### config.mk
export PLATFORM = sky130hd
export DESIGN_NAME = serdesphy_link_ctrl
export DESIGN_NICKNAME = d
export VERILOG_FILES = /design/src/rtl/serdesphy_link_pkg.sv /design/src/rtl/serdesphy_lock_filter.sv /design/src/rtl/serdesphy_link_ctrl.sv
export SDC_FILE = /design/constraint.sdc
export NUM_CORES = 1
export LEC_CHECK = 0
export BUFFER_PORTS_ARGS = -buffer_cell sky130_fd_sc_hd__buf_2
export CORE_MARGIN = 2
export CORE_UTILIZATION = 60
export DETAILED_ROUTE_END_ITERATION = 6
export HOLD_SLACK_MARGIN = 0.08
export PLACE_DENSITY_LB_ADDON = 0.05
export SYNTH_ARGS = -nofsm -noshare
export SYNTH_HDL_FRONTEND = slang
export SYNTH_HIERARCHICAL = 1
export SYNTH_SLANG_ARGS = --single-unit
export TNS_END_PERCENT = 50
### constraint.sdc
create_clock -name clk_ref_24m -period 5.95 [get_ports clk_ref_24m]
set_input_delay 0.2975 -clock clk_ref_24m [delete_from_list [all_inputs] [get_ports clk_ref_24m]]
set_output_delay 0.2975 -clock clk_ref_24m [all_outputs]
set_load 0.05 [all_outputs]
### src/rtl/serdesphy_link_pkg.sv
// Shared types, default timing and state-to-output decode
// for the SerDes PHY link bring-up sequencer.
package serdesphy_link_pkg;

    typedef enum logic [2:0] {
        ST_IDLE     = 3'd0,
        ST_PLL_RST  = 3'd1,
        ST_PLL_WAIT = 3'd2,
        ST_CDR_RST  = 3'd3,
        ST_CDR_WAIT = 3'd4,
        ST_ALIGN    = 3'd5,
        ST_LINK_UP  = 3'd6,
        ST_FAIL     = 3'd7
    } link_state_e;

    typedef struct packed {
        logic pll_rst;
        logic cdr_rst;
        logic tx_en;
        logic rx_en;
        logic rx_align_rst;
        logic link_up;
        logic link_fail;
    } link_out_t;

    localparam int DEF_PLL_RST_CYC  = 24;
    localparam int DEF_PLL_LOCK_TMO = 2400;
    localparam int DEF_CDR_RST_CYC  = 24;
    localparam int DEF_CDR_LOCK_TMO = 4800;
    localparam int DEF_ALIGN_TMO    = 2400;
    localparam int DEF_LOCK_FILT    = 8;
    localparam int DEF_MAX_RETRY    = 3;

    function automatic int max_int(input int a, input int b);
        return (a > b) ? a : b;
    endfunction

    function automatic link_out_t decode_state(input link_state_e s);
        link_out_t o;
        o = '0;
        unique case (s)
            ST_IDLE, ST_PLL_RST: begin
                o.pll_rst      = 1'b1;
                o.cdr_rst      = 1'b1;
                o.rx_align_rst = 1'b1;
            end
            ST_PLL_WAIT: begin
                o.cdr_rst      = 1'b1;
                o.rx_align_rst = 1'b1;
            end
            ST_CDR_RST: begin
                o.cdr_rst      = 1'b1;
                o.tx_en        = 1'b1;
                o.rx_align_rst = 1'b1;
            end
            ST_CDR_WAIT: begin
                o.tx_en        = 1'b1;
                o.rx_en        = 1'b1;
                o.rx_align_rst = 1'b1;
            end
            ST_ALIGN: begin
                o.tx_en = 1'b1;
                o.rx_en = 1'b1;
            end
            ST_LINK_UP: begin
                o.tx_en   = 1'b1;
                o.rx_en   = 1'b1;
                o.link_up = 1'b1;
            end
            ST_FAIL: begin
                o.pll_rst      = 1'b1;
                o.cdr_rst      = 1'b1;
                o.rx_align_rst = 1'b1;
                o.link_fail    = 1'b1;
            end
        endcase
        return o;
    endfunction

endpackage

### src/rtl/serdesphy_lock_filter.sv
// Consecutive-high qualifier for lock/alignment indications;
// accepted asserts in the cycle the FILT-th consecutive high is seen.
module serdesphy_lock_filter #(
    parameter int FILT = 8,
    parameter int CW   = 4
) (
    input  logic clk,
    input  logic rst,
    input  logic clr,
    input  logic sig_in,
    output logic accepted
);

    localparam logic [CW-1:0] ACC_LIM = CW'(FILT - 1);
    localparam logic [CW-1:0] CNT_MAX = '1;

    logic [CW-1:0] cnt_q, cnt_d;

    always_comb begin
        cnt_d = cnt_q;
        if (clr || !sig_in) begin
            cnt_d = '0;
        end else if (cnt_q != CNT_MAX) begin
            cnt_d = cnt_q + 1'b1;
        end
    end

    assign accepted = sig_in && (cnt_q >= ACC_LIM);

    always_ff @(posedge clk) begin
        if (rst) begin
            cnt_q <= '0;
        end else begin
            cnt_q <= cnt_d;
        end
    end

endmodule

### src/rtl/serdesphy_link_ctrl.sv
// SerDes PHY link bring-up sequencer: PLL/CDR reset and lock,
// RX alignment, link supervision and bounded timeout retries.
module serdesphy_link_ctrl
    import serdesphy_link_pkg::*;
#(
    parameter int PLL_RST_CYC  = DEF_PLL_RST_CYC,
    parameter int PLL_LOCK_TMO = DEF_PLL_LOCK_TMO,
    parameter int CDR_RST_CYC  = DEF_CDR_RST_CYC,
    parameter int CDR_LOCK_TMO = DEF_CDR_LOCK_TMO,
    parameter int ALIGN_TMO    = DEF_ALIGN_TMO,
    parameter int LOCK_FILT    = DEF_LOCK_FILT,
    parameter int MAX_RETRY    = DEF_MAX_RETRY
) (
    input  logic       clk_ref_24m,
    input  logic       rst,
    input  logic       link_start,
    input  logic       power_good,
    input  logic       pll_lock,
    input  logic       cdr_lock,
    input  logic       rx_aligned,
    output logic       pll_rst,
    output logic       cdr_rst,
    output logic       tx_en,
    output logic       rx_en,
    output logic       rx_align_rst,
    output logic       link_up,
    output logic       link_fail,
    output logic [2:0] link_state,
    output logic [2:0] retry_cnt
);

    localparam int MAX_P = max_int(
        max_int(max_int(PLL_RST_CYC, PLL_LOCK_TMO),
                max_int(CDR_RST_CYC, CDR_LOCK_TMO)),
        max_int(ALIGN_TMO, LOCK_FILT));
    localparam int CW = $clog2(MAX_P) + 1;

    localparam logic [CW-1:0] PLL_RST_LIM = CW'(PLL_RST_CYC - 1);
    localparam logic [CW-1:0] PLL_TMO_LIM = CW'(PLL_LOCK_TMO - 1);
    localparam logic [CW-1:0] CDR_RST_LIM = CW'(CDR_RST_CYC - 1);
    localparam logic [CW-1:0] CDR_TMO_LIM = CW'(CDR_LOCK_TMO - 1);
    localparam logic [CW-1:0] ALN_TMO_LIM = CW'(ALIGN_TMO - 1);
    localparam logic [CW-1:0] TMO_MAX     = '1;
    localparam logic [2:0]    RETRY_LAST  = 3'(MAX_RETRY - 1);

    link_state_e   state_q, state_d;
    link_state_e   restart_st;
    logic [CW-1:0] tmo_q, tmo_d;
    logic [2:0]    retry_q, retry_d;
    link_out_t     out_q, out_d;
    logic          filt_in, filt_acc, clr, abort, expire;

    // Only the wait states feed the shared filter; elsewhere it idles at 0
    always_comb begin
        filt_in = 1'b0;
        unique case (state_q)
            ST_PLL_WAIT: filt_in = pll_lock;
            ST_CDR_WAIT: filt_in = cdr_lock;
            ST_ALIGN:    filt_in = rx_aligned;
            default:     filt_in = 1'b0;
        endcase
    end

    serdesphy_lock_filter #(
        .FILT (LOCK_FILT),
        .CW   (CW)
    ) u_lock_filter (
        .clk      (clk_ref_24m),
        .rst      (rst),
        .clr      (clr),
        .sig_in   (filt_in),
        .accepted (filt_acc)
    );

    always_comb begin
        state_d    = state_q;
        retry_d    = retry_q;
        expire     = 1'b0;
        restart_st = ST_PLL_RST;
        abort      = !link_start || !power_good;
        unique case (state_q)
            ST_IDLE: begin
                if (link_start && power_good) state_d = ST_PLL_RST;
            end
            ST_PLL_RST: begin
                if (tmo_q >= PLL_RST_LIM) state_d = ST_PLL_WAIT;
            end
            ST_PLL_WAIT: begin
                if (filt_acc) state_d = ST_CDR_RST;
                else if (tmo_q >= PLL_TMO_LIM) expire = 1'b1;
            end
            ST_CDR_RST: begin
                if (tmo_q >= CDR_RST_LIM) state_d = ST_CDR_WAIT;
            end
            ST_CDR_WAIT: begin
                restart_st = ST_CDR_RST;
                if (filt_acc) state_d = ST_ALIGN;
                else if (tmo_q >= CDR_TMO_LIM) expire = 1'b1;
            end
            ST_ALIGN: begin
                restart_st = ST_CDR_RST;
                if (filt_acc) state_d = ST_LINK_UP;
                else if (tmo_q >= ALN_TMO_LIM) expire = 1'b1;
            end
            ST_LINK_UP: begin
                if (!pll_lock) state_d = ST_PLL_RST;
                else if (!cdr_lock || !rx_aligned) state_d = ST_CDR_RST;
            end
            ST_FAIL: begin
                state_d = ST_FAIL;
            end
        endcase

        if (expire) begin
            retry_d = (retry_q == 3'd7) ? retry_q : retry_q + 3'd1;
            state_d = (retry_q == RETRY_LAST) ? ST_FAIL : restart_st;
        end
        if (state_d == ST_LINK_UP && state_q != ST_LINK_UP) retry_d = '0;
        if (abort) begin
            state_d = ST_IDLE;
            retry_d = '0;
        end

        clr   = abort || (state_d != state_q);
        tmo_d = clr ? '0 : ((tmo_q == TMO_MAX) ? tmo_q : tmo_q + 1'b1);
        out_d = decode_state(state_d);
    end

    always_ff @(posedge clk_ref_24m) begin
        if (rst) begin
            state_q <= ST_IDLE;
            tmo_q   <= '0;
            retry_q <= '0;
            out_q   <= decode_state(ST_IDLE);
        end else begin
            state_q <= state_d;
            tmo_q   <= tmo_d;
            retry_q <= retry_d;
            out_q   <= out_d;
        end
    end

    assign pll_rst      = out_q.pll_rst;
    assign cdr_rst      = out_q.cdr_rst;
    assign tx_en        = out_q.tx_en;
    assign rx_en        = out_q.rx_en;
    assign rx_align_rst = out_q.rx_align_rst;
    assign link_up      = out_q.link_up;
    assign link_fail    = out_q.link_fail;
    assign link_state   = state_q;
    assign retry_cnt    = retry_q;

endmodule

==> results of run 1 <==
-- routing by layer --
layer / track usage, % / wire, um / vias up / share of wire [%]
li1: - / - / 1053 / -
met2: 35.9 / 2050 / 42 / 43
met4: 12.0 / 121 / 0 / 2.5
met3: 5.45 / 201 / 12 / 4.2
met1: 30.8 / 2400 / 933 / 50
met5: 0 / 0 / - / 0
-- kinds of logic (layout without fill, tap and decap cells) --
kind of cell / Yosys count / after routing / share of synthesized area (%)
simple gates: 122 / 122 / 28.2
compound gates: 66 / 66 / 22.0
flops: 41 / 41 / 35.2
buf+inv: 22 / 37 / 4.84
xor+xnor: 13 / 13 / 4.89
fa+ha+maj: 5 / 5 / 2.69
mux: 5 / 5 / 2.15
-- synth_stat cells (all sizes together) (2+ instances only) --
master	count	area [um2]
a2111oi	3	52.6
a211o	2	17.5
a211oi	7	57.6
a21o	4	30.0
a21oi	15	75.1
a31o	2	17.5
a31oi	3	18.8
a41o	2	20.0
a41oi	2	17.5
and2	7	43.8
and3	7	43.8
and4	5	48.8
buf	4	45.0
clkbuf	8	30.0
dfxtp	41	821
ha	5	62.6
inv	10	37.5
mux2i	5	50.1
nand2	18	67.6
nand2b	5	31.3
nand3	13	65.1
nand4	9	56.3
nor2	32	120
nor3	6	30.0
nor4	5	37.5
o2111ai	4	41.3
o21ai	7	35.0
o22ai	4	25.0
or2	2	12.5
or3	5	32.5
or4	3	26.3
xnor2	4	35.0
xor2	9	78.8
-- stage by stage --
step	utilization, %	hold WS, ns	setup slack (ns)	instance area (um2)	std cells
2_1_floorplan	-	0.449	2.47	2330	274
3_3_place_gp	65.3	0.469	2.59	2410	329
3_5_place_dp	65.3	0.476	2.50	2410	329
4_1_cts	67.6	0.315	2.46	2490	337
5_1_grt	67.6	0.336	2.14	2490	337
6_report	67.6	0.310	2.42	2490	337
-- worst register-to-register path, stage by stage, from the launching register on --
cell and delay (ns):
dfxtp_1 0.48, nor2b_1 0.24, nand2_1 0.19, o22ai_1 0.26
inv_1 0.09, a41oi_1 0.42, or3b_2 0.20, a21oi_1 0.07
a211o_1 0.32, o211ai_1 0.14, o2111ai_1 0.18, or3_1 0.58
nor2_1 0.17, a31o_2 0.15
-- power by group through the flow --
stage               registers (uW)  logic (uW)  clock network, uW
floorplan                      282        6.57                  0
global placement               282        11.0                  0
detailed placement             282        11.0                  0
CTS                            275        11.0                182
global route                   275        12.2                192
finish                         275        11.0                180
-- cell type report --
class                      count  area share, %
clock buffer                   7           3.06
clock inverter                 1          0.301
inverter                      10           1.51
multi-input combinational    211           56.0
sequential                    41           32.9
tap                           48           2.41
timing repair buffer          19           3.82
-- sequential cells by signal (all words and copies together), names as in the netlist, 3 cells and up --
register and count:
link_state 3, retry_cnt 3, tmo_q 14, u_lock_filter/cnt_q 14
-- worst paths after layout --
| kind | start | endpoint | slack (ns) |
|---|---|---|---|
| max reg2reg | link_state[1] | u_lock_filter/cnt_q[9] | 2.42 |
| min | rst | u_lock_filter/cnt_q[2] | 0.31 |
| min reg2reg | u_lock_filter/cnt_q[1] | u_lock_filter/cnt_q[1] | 0.49 |
| max | link_state[1] | u_lock_filter/cnt_q[9] | 2.42 |
==> flow_summary.ini, run 1 <==
[run_status]
status = complete, no violations

[worst_setup_path]
slowest_delay_ns = 0.58
crit_type = flop to flop
crit_arrival_ns = 3.79
slowest_stage = or3_1
reg2reg_depth = 13
path_buf_inv = 1
path_cells = nor2b_1 -> nand2_1 -> o22ai_1 -> inv_1 -> a41oi_1 -> or3b_2 -> a21oi_1 -> a211o_1 -> o211ai_1 -> o2111ai_1 -> or3_1 -> nor2_1 -> a31o_2
cp-end-kind = flop
start_kind = flop
crit_fanout = 12
cp.depth = 13
required_ns = 6.20
cp_top_family = compound AO/OA/AOI/OAI gates

[floorplanning]
core_area_um2 = 3690
ios = 20
rows = 22
die_w_um = 66.3
dieArea_um2 = 4400
die_y_um = 66.3
start_util_pct = 63.1

[pwr]
power_density_nw_per_um2 = 187
intPower_uw = 362
power.net_switching_uw = 104
clkPwrFrac_pct = 38.6
power_uw = 466
p_leak_uw = 0.000922
pwr-share-comb_pct = 2.4
swShare_pct = 22.3
peakVddDrop_uv = 201
pwr-share-seq_pct = 59.1

[clocking]
hold_buffers = 0
cts_htree_levels = 2
insertion_delay_ns = 0.30
cts-root-buf = clkbuf_8
path_clk_slew_ns = 0.08
cts_buffer_depth = 2
cts_resized = 0
cts_made_buffers = 5
numClockSinks = 41
cts_tree = built
post_cts_buffers = 0

[finish]
multi_input_area_um2 = 1400
seq_area_um2 = 821
mostFrequentLayoutCell = dfxtp_1
n_antenna_cell = 0
nNetsFinal = 300
fill_cells = 325
layout-drive-gt1-share_pct = 14.2
final_cell_mix = dfxtp_1 (41), nor2_1 (32), buf_2 (19)
syn_to_final_growth_pct = 7.04

[grt]
grt_max_degree = 15
grt_pass1_vias = 1771
grt_pass1_wl_um = 7880
antenna_found_initial = 0
grt-ovfl-total = 0
track_usage_pct = 23.5

[synthesis]
async_flop_share_pct = 0
synth_edf_count = 0
yosys_warnings = 6
synth_top_flop_cell = dfxtp_1
syn_inst = 274
synth_area_per_cell_um2 = 8.50
yosysSeqAreaShare_pct = 35.2
ys_seq_elements = 41
syn_area_um2 = 2330
synth_nets = 286
ys_types = 57

[job]
max_cap_viol_count = 0

[route]
first_pass_iters = 4
ant_nets = 0
wire_per_inst_um = 14.2
drtIter0Drc = 97
vias_per_cell = 6.05
finalWirelength_um = 4780
vias = 2040
route.detailed.drc = 0

[min_path]
hold_class = input port to flop
hold_depth = 4

[placed_design]
gp_congestion = 0.922
post-dp-hpwl_um = 3480
place.port_buffers = 19

[sta]
finalSetupViolCount = 0
fin_crit_sh_pct = 59.4
min_period_ns = 3.53
drv_slew = 0
rsz0062_at_grt = false
max_clock_freq_mhz = 283
relSlewSlack_pct = 26.0
fin_setup_tns_ns = 0
fin_skew_ns = 0.00696
tightest_slew_ns = 1.11
finalHoldViolations = 0
(Power assumes the default switching activity.)
==> run 2, diff against run 1 <==
--- a/config.mk
+++ b/config.mk
@@ -5,9 +5,10 @@
 export SDC_FILE = /design/constraint.sdc
 export NUM_CORES = 1
 export LEC_CHECK = 0
+export ABC_AREA = 1
 export BUFFER_PORTS_ARGS = -buffer_cell sky130_fd_sc_hd__buf_2
 export CORE_MARGIN = 2
-export CORE_UTILIZATION = 60
+export CORE_UTILIZATION = 54
 export DETAILED_ROUTE_END_ITERATION = 6
 export HOLD_SLACK_MARGIN = 0.08
 export PLACE_DENSITY_LB_ADDON = 0.05
==> constraint.sdc (replaced) <==
create_clock -name clk_ref_24m -period 3.2 [get_ports clk_ref_24m]
set_input_delay 0.16 -clock clk_ref_24m [delete_from_list [all_inputs] [get_ports clk_ref_24m]]
set_output_delay 0.16 -clock clk_ref_24m [all_outputs]
set_load 0.05 [all_outputs]
==> flow_summary.ini, run 2 <==
[sta]
tightest_slew_ns = 0.507
finalHoldViolations = 0
fin_crit_sh_pct = 89.3
min_period_ns = 2.86
drv_slew = 0
fin_skew_ns = 0.0120
fin_setup_tns_ns = 0
rsz0062_at_grt = false
max_clock_freq_mhz = 350
worst_slack_ns = 0.341
relSlewSlack_pct = 65.9
finalSetupViolCount = 0

[floorplanning]
rows = 24
die_w_um = 72.4
start_util_pct = 56.9
die_y_um = 72.4
core_area_um2 = 4440
ios = 20
dieArea_um2 = 5250

[synthesis]
yosysMostFrequentCell = nand2_1
async_flop_share_pct = 0
synth_edf_count = 0
syn_inst = 379
ys_seq_elements = 41
yosys-top-cells-area = dfxtp_1 (32%), nand2_1 (14%), nor2_1 (7.1%), inv_1 (6.2%), nand3_1 (5.9%)
yosysTopAreaCellShare_pct = 32.4
syn_area_um2 = 2530
synthTopCellsByCount = nand2_1 (93), nor2_1 (48), inv_1 (42)
synth_top_flop_cell = dfxtp_1
synth_area_per_cell_um2 = 6.68
yosys_warnings = 6
yosysSeqAreaShare_pct = 32.4
ys_types = 32
synth_nets = 391
yosysTopAreaCell = dfxtp_1

[grt]
grt_pass1_wl_um = 9090
track_usage_pct = 21.5
grt_pass1_vias = 2075
grt_max_degree = 15
antenna_found_initial = 0
grt-ovfl-total = 0

[placed_design]
place.port_buffers = 19
dpl_cell_area_um2 = 2660
gp_congestion = 0.876
post-dp-hpwl_um = 4050
post-place-ws_ns = 0.126

[finish]
syn_to_final_growth_pct = 10.5
n_antenna_cell = 0
nNetsFinal = 415
layout-drive-gt1-share_pct = 21.0
mostFrequentLayoutCell = nand2_1
top_regs = tmo_q x14, u_lock_filter/cnt_q x14
stdcell_area_um2 = 2800
final_cell_mix = nand2_1 (93), nor2_1 (47), inv_1 (41)
fill_cells = 439

[worst_setup_path]
slowest_stage = dfxtp_1
crit_top_cell = nand2_1
slowest_delay_ns = 0.41
path_cells = inv_2 -> nand2_2 -> nor2_1 -> nand2_1 -> o211ai_1 -> inv_1 -> nor2_2 -> inv_1 -> nand2_1 -> nand2_1 -> nor2_1 -> nand3_1 -> nor2_2 -> nand2_2 -> nand3_1 -> nand2_1 -> nor2_2 -> nand2_1 -> nor3_4 -> inv_2 -> a31oi_1
crit_fanout = 8
crit_arrival_ns = 3.09
cp-end-kind = flop
start_kind = flop
crit_type = flop to flop
required_ns = 3.43

[job]
max_cap_viol_count = 0

[pwr]
pwr-share-seq_pct = 52.9
power_uw = 967
power.net_switching_uw = 194
p_leak_uw = 0.00121
peakVddDrop_uv = 164
power_density_nw_per_um2 = 346
clkPwrFrac_pct = 44.4
pwr-share-comb_pct = 2.7
swShare_pct = 20.1
intPower_uw = 773

[clocking]
cts_htree_levels = 2
hold_buffers = 0
cts_made_buffers = 5
cts-root-buf = clkbuf_8
numClockSinks = 41
cts_tree = built
path_clk_slew_ns = 0.08
insertion_delay_ns = 0.30
cts_buffer_depth = 2

[min_path]
hold_class = input port to flop

[route]
finalWirelength_um = 5290
vias = 2345
vias_per_cell = 5.14
route.detailed.drc = 0
first_pass_iters = 4
ant_nets = 0
drtIter0Drc = 87
wire_per_inst_um = 11.6

[run_status]
status = complete, no violations
## run 2: per-stage QoR
stage | util [%] | cells | hold WS, ns
after CTS | 62.5 | 454 | 0.155
after detailed placement | 59.9 | 446 | 0.468
after global routing | 62.9 | 456 | 0.165
final | 62.9 | 456 | 0.155
after floorplan | - | 379 | 0.229
after global placement | 59.9 | 446 | 0.462
## run 2: cell type report
class / instances / area [um2] / area share (%)
timing repair buffer: 23 / 125 / 4.48
clock buffer: 7 / 86.3 / 3.09
sequential: 41 / 822 / 29.4
clock inverter: 1 / 30.0 / 1.07
multi-input combinational: 282 / 1470 / 52.7
tap: 52 / 65.1 / 2.33
inverter: 50 / 193 / 6.89
## run 2: logic make-up (layout without fill, tap and decap cells)
group	after synthesis	after routing	synth area share (%)
AND/OR/NAND/NOR	233	233	44.9
buffers and inverters	56	81	9.40
flip-flops	41	41	32.4
AO/OA/AOI/OAI	34	34	7.37
XOR/XNOR	10	10	3.46
adder cells (fa/ha/maj)	5	5	2.47
## run 2: timing repair
action | 4_1_cts | 5_1_grt
setup endpoints to repair | 0 | 10
gates resized for setup | 0 | 3
setup buffers | 0 | 2
## run 2: layer usage
layer / part of all wire (%) / vias to the layer above / track usage [%] / wire length [um]
met5: 0 / - / 0 / 0
met4: 1.3 / 0 / 6.17 / 68
met3: 3.1 / 6 / 3.47 / 164
met2: 46 / 34 / 36.2 / 2410
met1: 50 / 1056 / 28.6 / 2640
li1: - / 1249 / - / -
## run 2: critical path, delay by kind of cell, from the launching register on
family	cells	cell delay, ns
buffers and inverters	4	0.50
DFF	1	0.41
AOI/OAI and AO/OA	2	0.24
and+or+nand+nor	15	1.63
## run 2: path summary, 6_finish.rpt
check,start,endpoint,slack (ns),depth (start not counted)
min reg2reg,retry_cnt[2],retry_cnt[2],0.50,2
max reg2reg,link_state[1],u_lock_filter/cnt_q[2],0.34,21
max,link_state[1],u_lock_filter/cnt_q[2],0.34,21
min,rst,link_state[0],0.16,2
## run 2: power by group through the flow
| stage | registers (uW) | clock network [uW] | logic (uW) |
|---|---|---|---|
| after detailed placement | 524 | 0 | 25.9 |
| after global routing | 512 | 461 | 28.7 |
| after global placement | 524 | 0 | 26.1 |
| final | 512 | 430 | 26.0 |
| after CTS | 512 | 446 | 26.1 |
| after floorplan | 524 | 0 | 16.8 |
==> run 3, diff against run 2 <==
--- a/config.mk
+++ b/config.mk
@@ -5,10 +5,11 @@
 export SDC_FILE = /design/constraint.sdc
 export NUM_CORES = 1
 export LEC_CHECK = 0
-export ABC_AREA = 1
+export ABC_AREA = 0
 export BUFFER_PORTS_ARGS = -buffer_cell sky130_fd_sc_hd__buf_2
 export CORE_MARGIN = 2
-export CORE_UTILIZATION = 54
+export CORE_UTILIZATION = 56
+export CTS_BUF_LIST = sky130_fd_sc_hd__clkbuf_8
 export DETAILED_ROUTE_END_ITERATION = 6
 export HOLD_SLACK_MARGIN = 0.08
 export PLACE_DENSITY_LB_ADDON = 0.05
==> flow_summary.ini, run 3 (synthesis results as in run 1) <==
[worst_setup_path]
crit_arrival_ns = 3.14
reg2reg_from = link_state[1]
reg2reg_depth = 13
required_ns = 3.44
slowest_delay_ns = 0.48
crit_type = flop to flop
crit_fanout = 12
r2r_setup_slack_ns = 0.31
path_cells = nor2b_1 -> nand2_1 -> o22ai_1 -> inv_1 -> a41oi_2 -> or3b_2 -> a21oi_1 -> a211o_1 -> o211ai_1 -> o2111ai_1 -> or3_4 -> nor2_1 -> a31o_2
start_kind = flop
rr_endpoint = u_lock_filter/cnt_q[9]
slowest_stage = or3_4
cp-end-kind = flop

[min_path]
hold_depth = 4
hold_end = u_lock_filter/cnt_q[2]
min_from = rst
hold_class = input port to flop

[sta]
worst_slack_ns = 0.307
finalSetupViolCount = 0
fin_skew_ns = 0.00644
holdWs_ns = 0.183
finalHoldViolations = 0
fin_setup_tns_ns = 0
drv_slew = 0
tightest_slew_ns = 0.572
max_clock_freq_mhz = 346
min_period_ns = 2.89
rsz0062_at_grt = false
relSlewSlack_pct = 61.9
fin_crit_sh_pct = 90.4

[pwr]
clkPwrFrac_pct = 45.3
power_density_nw_per_um2 = 376
pwr-share-seq_pct = 52.4
intPower_uw = 773
peakVddDrop_uv = 320
power.net_switching_uw = 202
p_leak_uw = 0.000973
pwr-share-comb_pct = 2.3
power_uw = 975
swShare_pct = 20.7

[finish]
layout-drive-gt1-share_pct = 18.0
fill_cells = 360
n_antenna_cell = 0
top_regs = tmo_q x14, u_lock_filter/cnt_q x14
final_cell_mix = dfxtp_1 (39), nor2_1 (32), buf_2 (19)
syn_to_final_growth_pct = 11.3
mostFrequentLayoutCell = dfxtp_1
nNetsFinal = 306

[placed_design]
gp_congestion = 0.866
post-dp-hpwl_um = 3680
place.port_buffers = 19
post-place-ws_ns = 0.221

[grt]
use_met2_pct = 38.7
antenna_found_initial = 0
grt-ovfl-total = 0
met3_usage_pct = 5.43
grt_max_degree = 14
grt_pass1_wl_um = 8450
grt_pass1_vias = 1875
grt-busiest-layer = met2
track_usage_pct = 24.0
grt_util_met1_pct = 31.6

[floorplanning]
die_y_um = 68.5
die_w_um = 68.5
dieArea_um2 = 4690
core_area_um2 = 4000
start_util_pct = 58.2
rows = 23
ios = 20

[route]
vias_per_cell = 6.01
finalWirelength_um = 5040
route.detailed.drc = 0
wire_per_inst_um = 14.6
vias = 2074
drtIter0Drc = 85
ant_nets = 0
first_pass_iters = 4

[clocking]
cts_buffer_depth = 2
path_clk_slew_ns = 0.08
hold_buffers = 0
cts-root-buf = clkbuf_8
cts_htree_levels = 2
cts_made_buffers = 5
cts_tree = built
post_cts_buffers = 0
numClockSinks = 41
insertion_delay_ns = 0.30

[run_status]
status = complete, no violations

[job]
max_cap_viol_count = 0
-- run 3: critical path: cells and delay by family, from the launching register on --
family | cells | cell delay [ns]
flops | 1 | 0.41
buf+inv | 1 | 0.09
simple gates | 5 | 1.09
compound gates | 7 | 1.23
-- run 3: power by group through the flow --
stage	clock network (uW)	logic, uW	registers [uW]
2_1_floorplan	0	12.2	524
3_3_place_gp	0	22.3	523
3_5_place_dp	0	22.2	523
4_1_cts	449	22.4	511
5_1_grt	467	24.9	511
6_report	441	22.5	511
-- run 3: layer usage --
layer,up-vias,wire [um]
li1,1062,-
met1,977,2410
met2,30,2380
met3,5,197
met4,0,53
met5,-,0
-- run 3: cell type report --
cell class	instances	area, um2	area share [%]
Clock buffer	6	82.6	3.19
Clock inverter	2	37.5	1.45
Inverter	10	37.5	1.45
Multi-Input combinational cell	211	1410	54.3
Sequential cell	41	823	31.8
Tap cell	50	62.6	2.41
Timing Repair Buffer	25	140	5.41
-- run 3: repair_timing --
item	in CTS	in global routing
endpoints found under the hold margin	0	0
resized for setup	0	1
setup endpoints to repair	0	2
-- run 3: per-stage QoR --
step / instances / utilization [%] / instance area, um2
3_3_place_gp: 337 / 61.7 / 2470
6_report: 345 / 64.8 / 2590
5_1_grt: 345 / 64.8 / 2590
2_1_floorplan: 274 / - / 2340
3_5_place_dp: 337 / 61.7 / 2470
4_1_cts: 345 / 64.7 / 2590
-- run 3: worst max path at each step --
stage | startpoint | to | slack, ns | cells past startpoint
global route | link_state[1] | u_lock_filter/cnt_q[9] | 0.08 | 13
global placement | link_state[1] | u_lock_filter/cnt_q[9] | 0.34 | 13
CTS | link_state[1] | u_lock_filter/cnt_q[9] | 0.20 | 13
detailed placement | link_state[1] | u_lock_filter/cnt_q[9] | 0.22 | 13
finish | link_state[1] | u_lock_filter/cnt_q[9] | 0.31 | 13
floorplan | link_state[0] | u_lock_filter/cnt_q[11] | 0.01 | 13
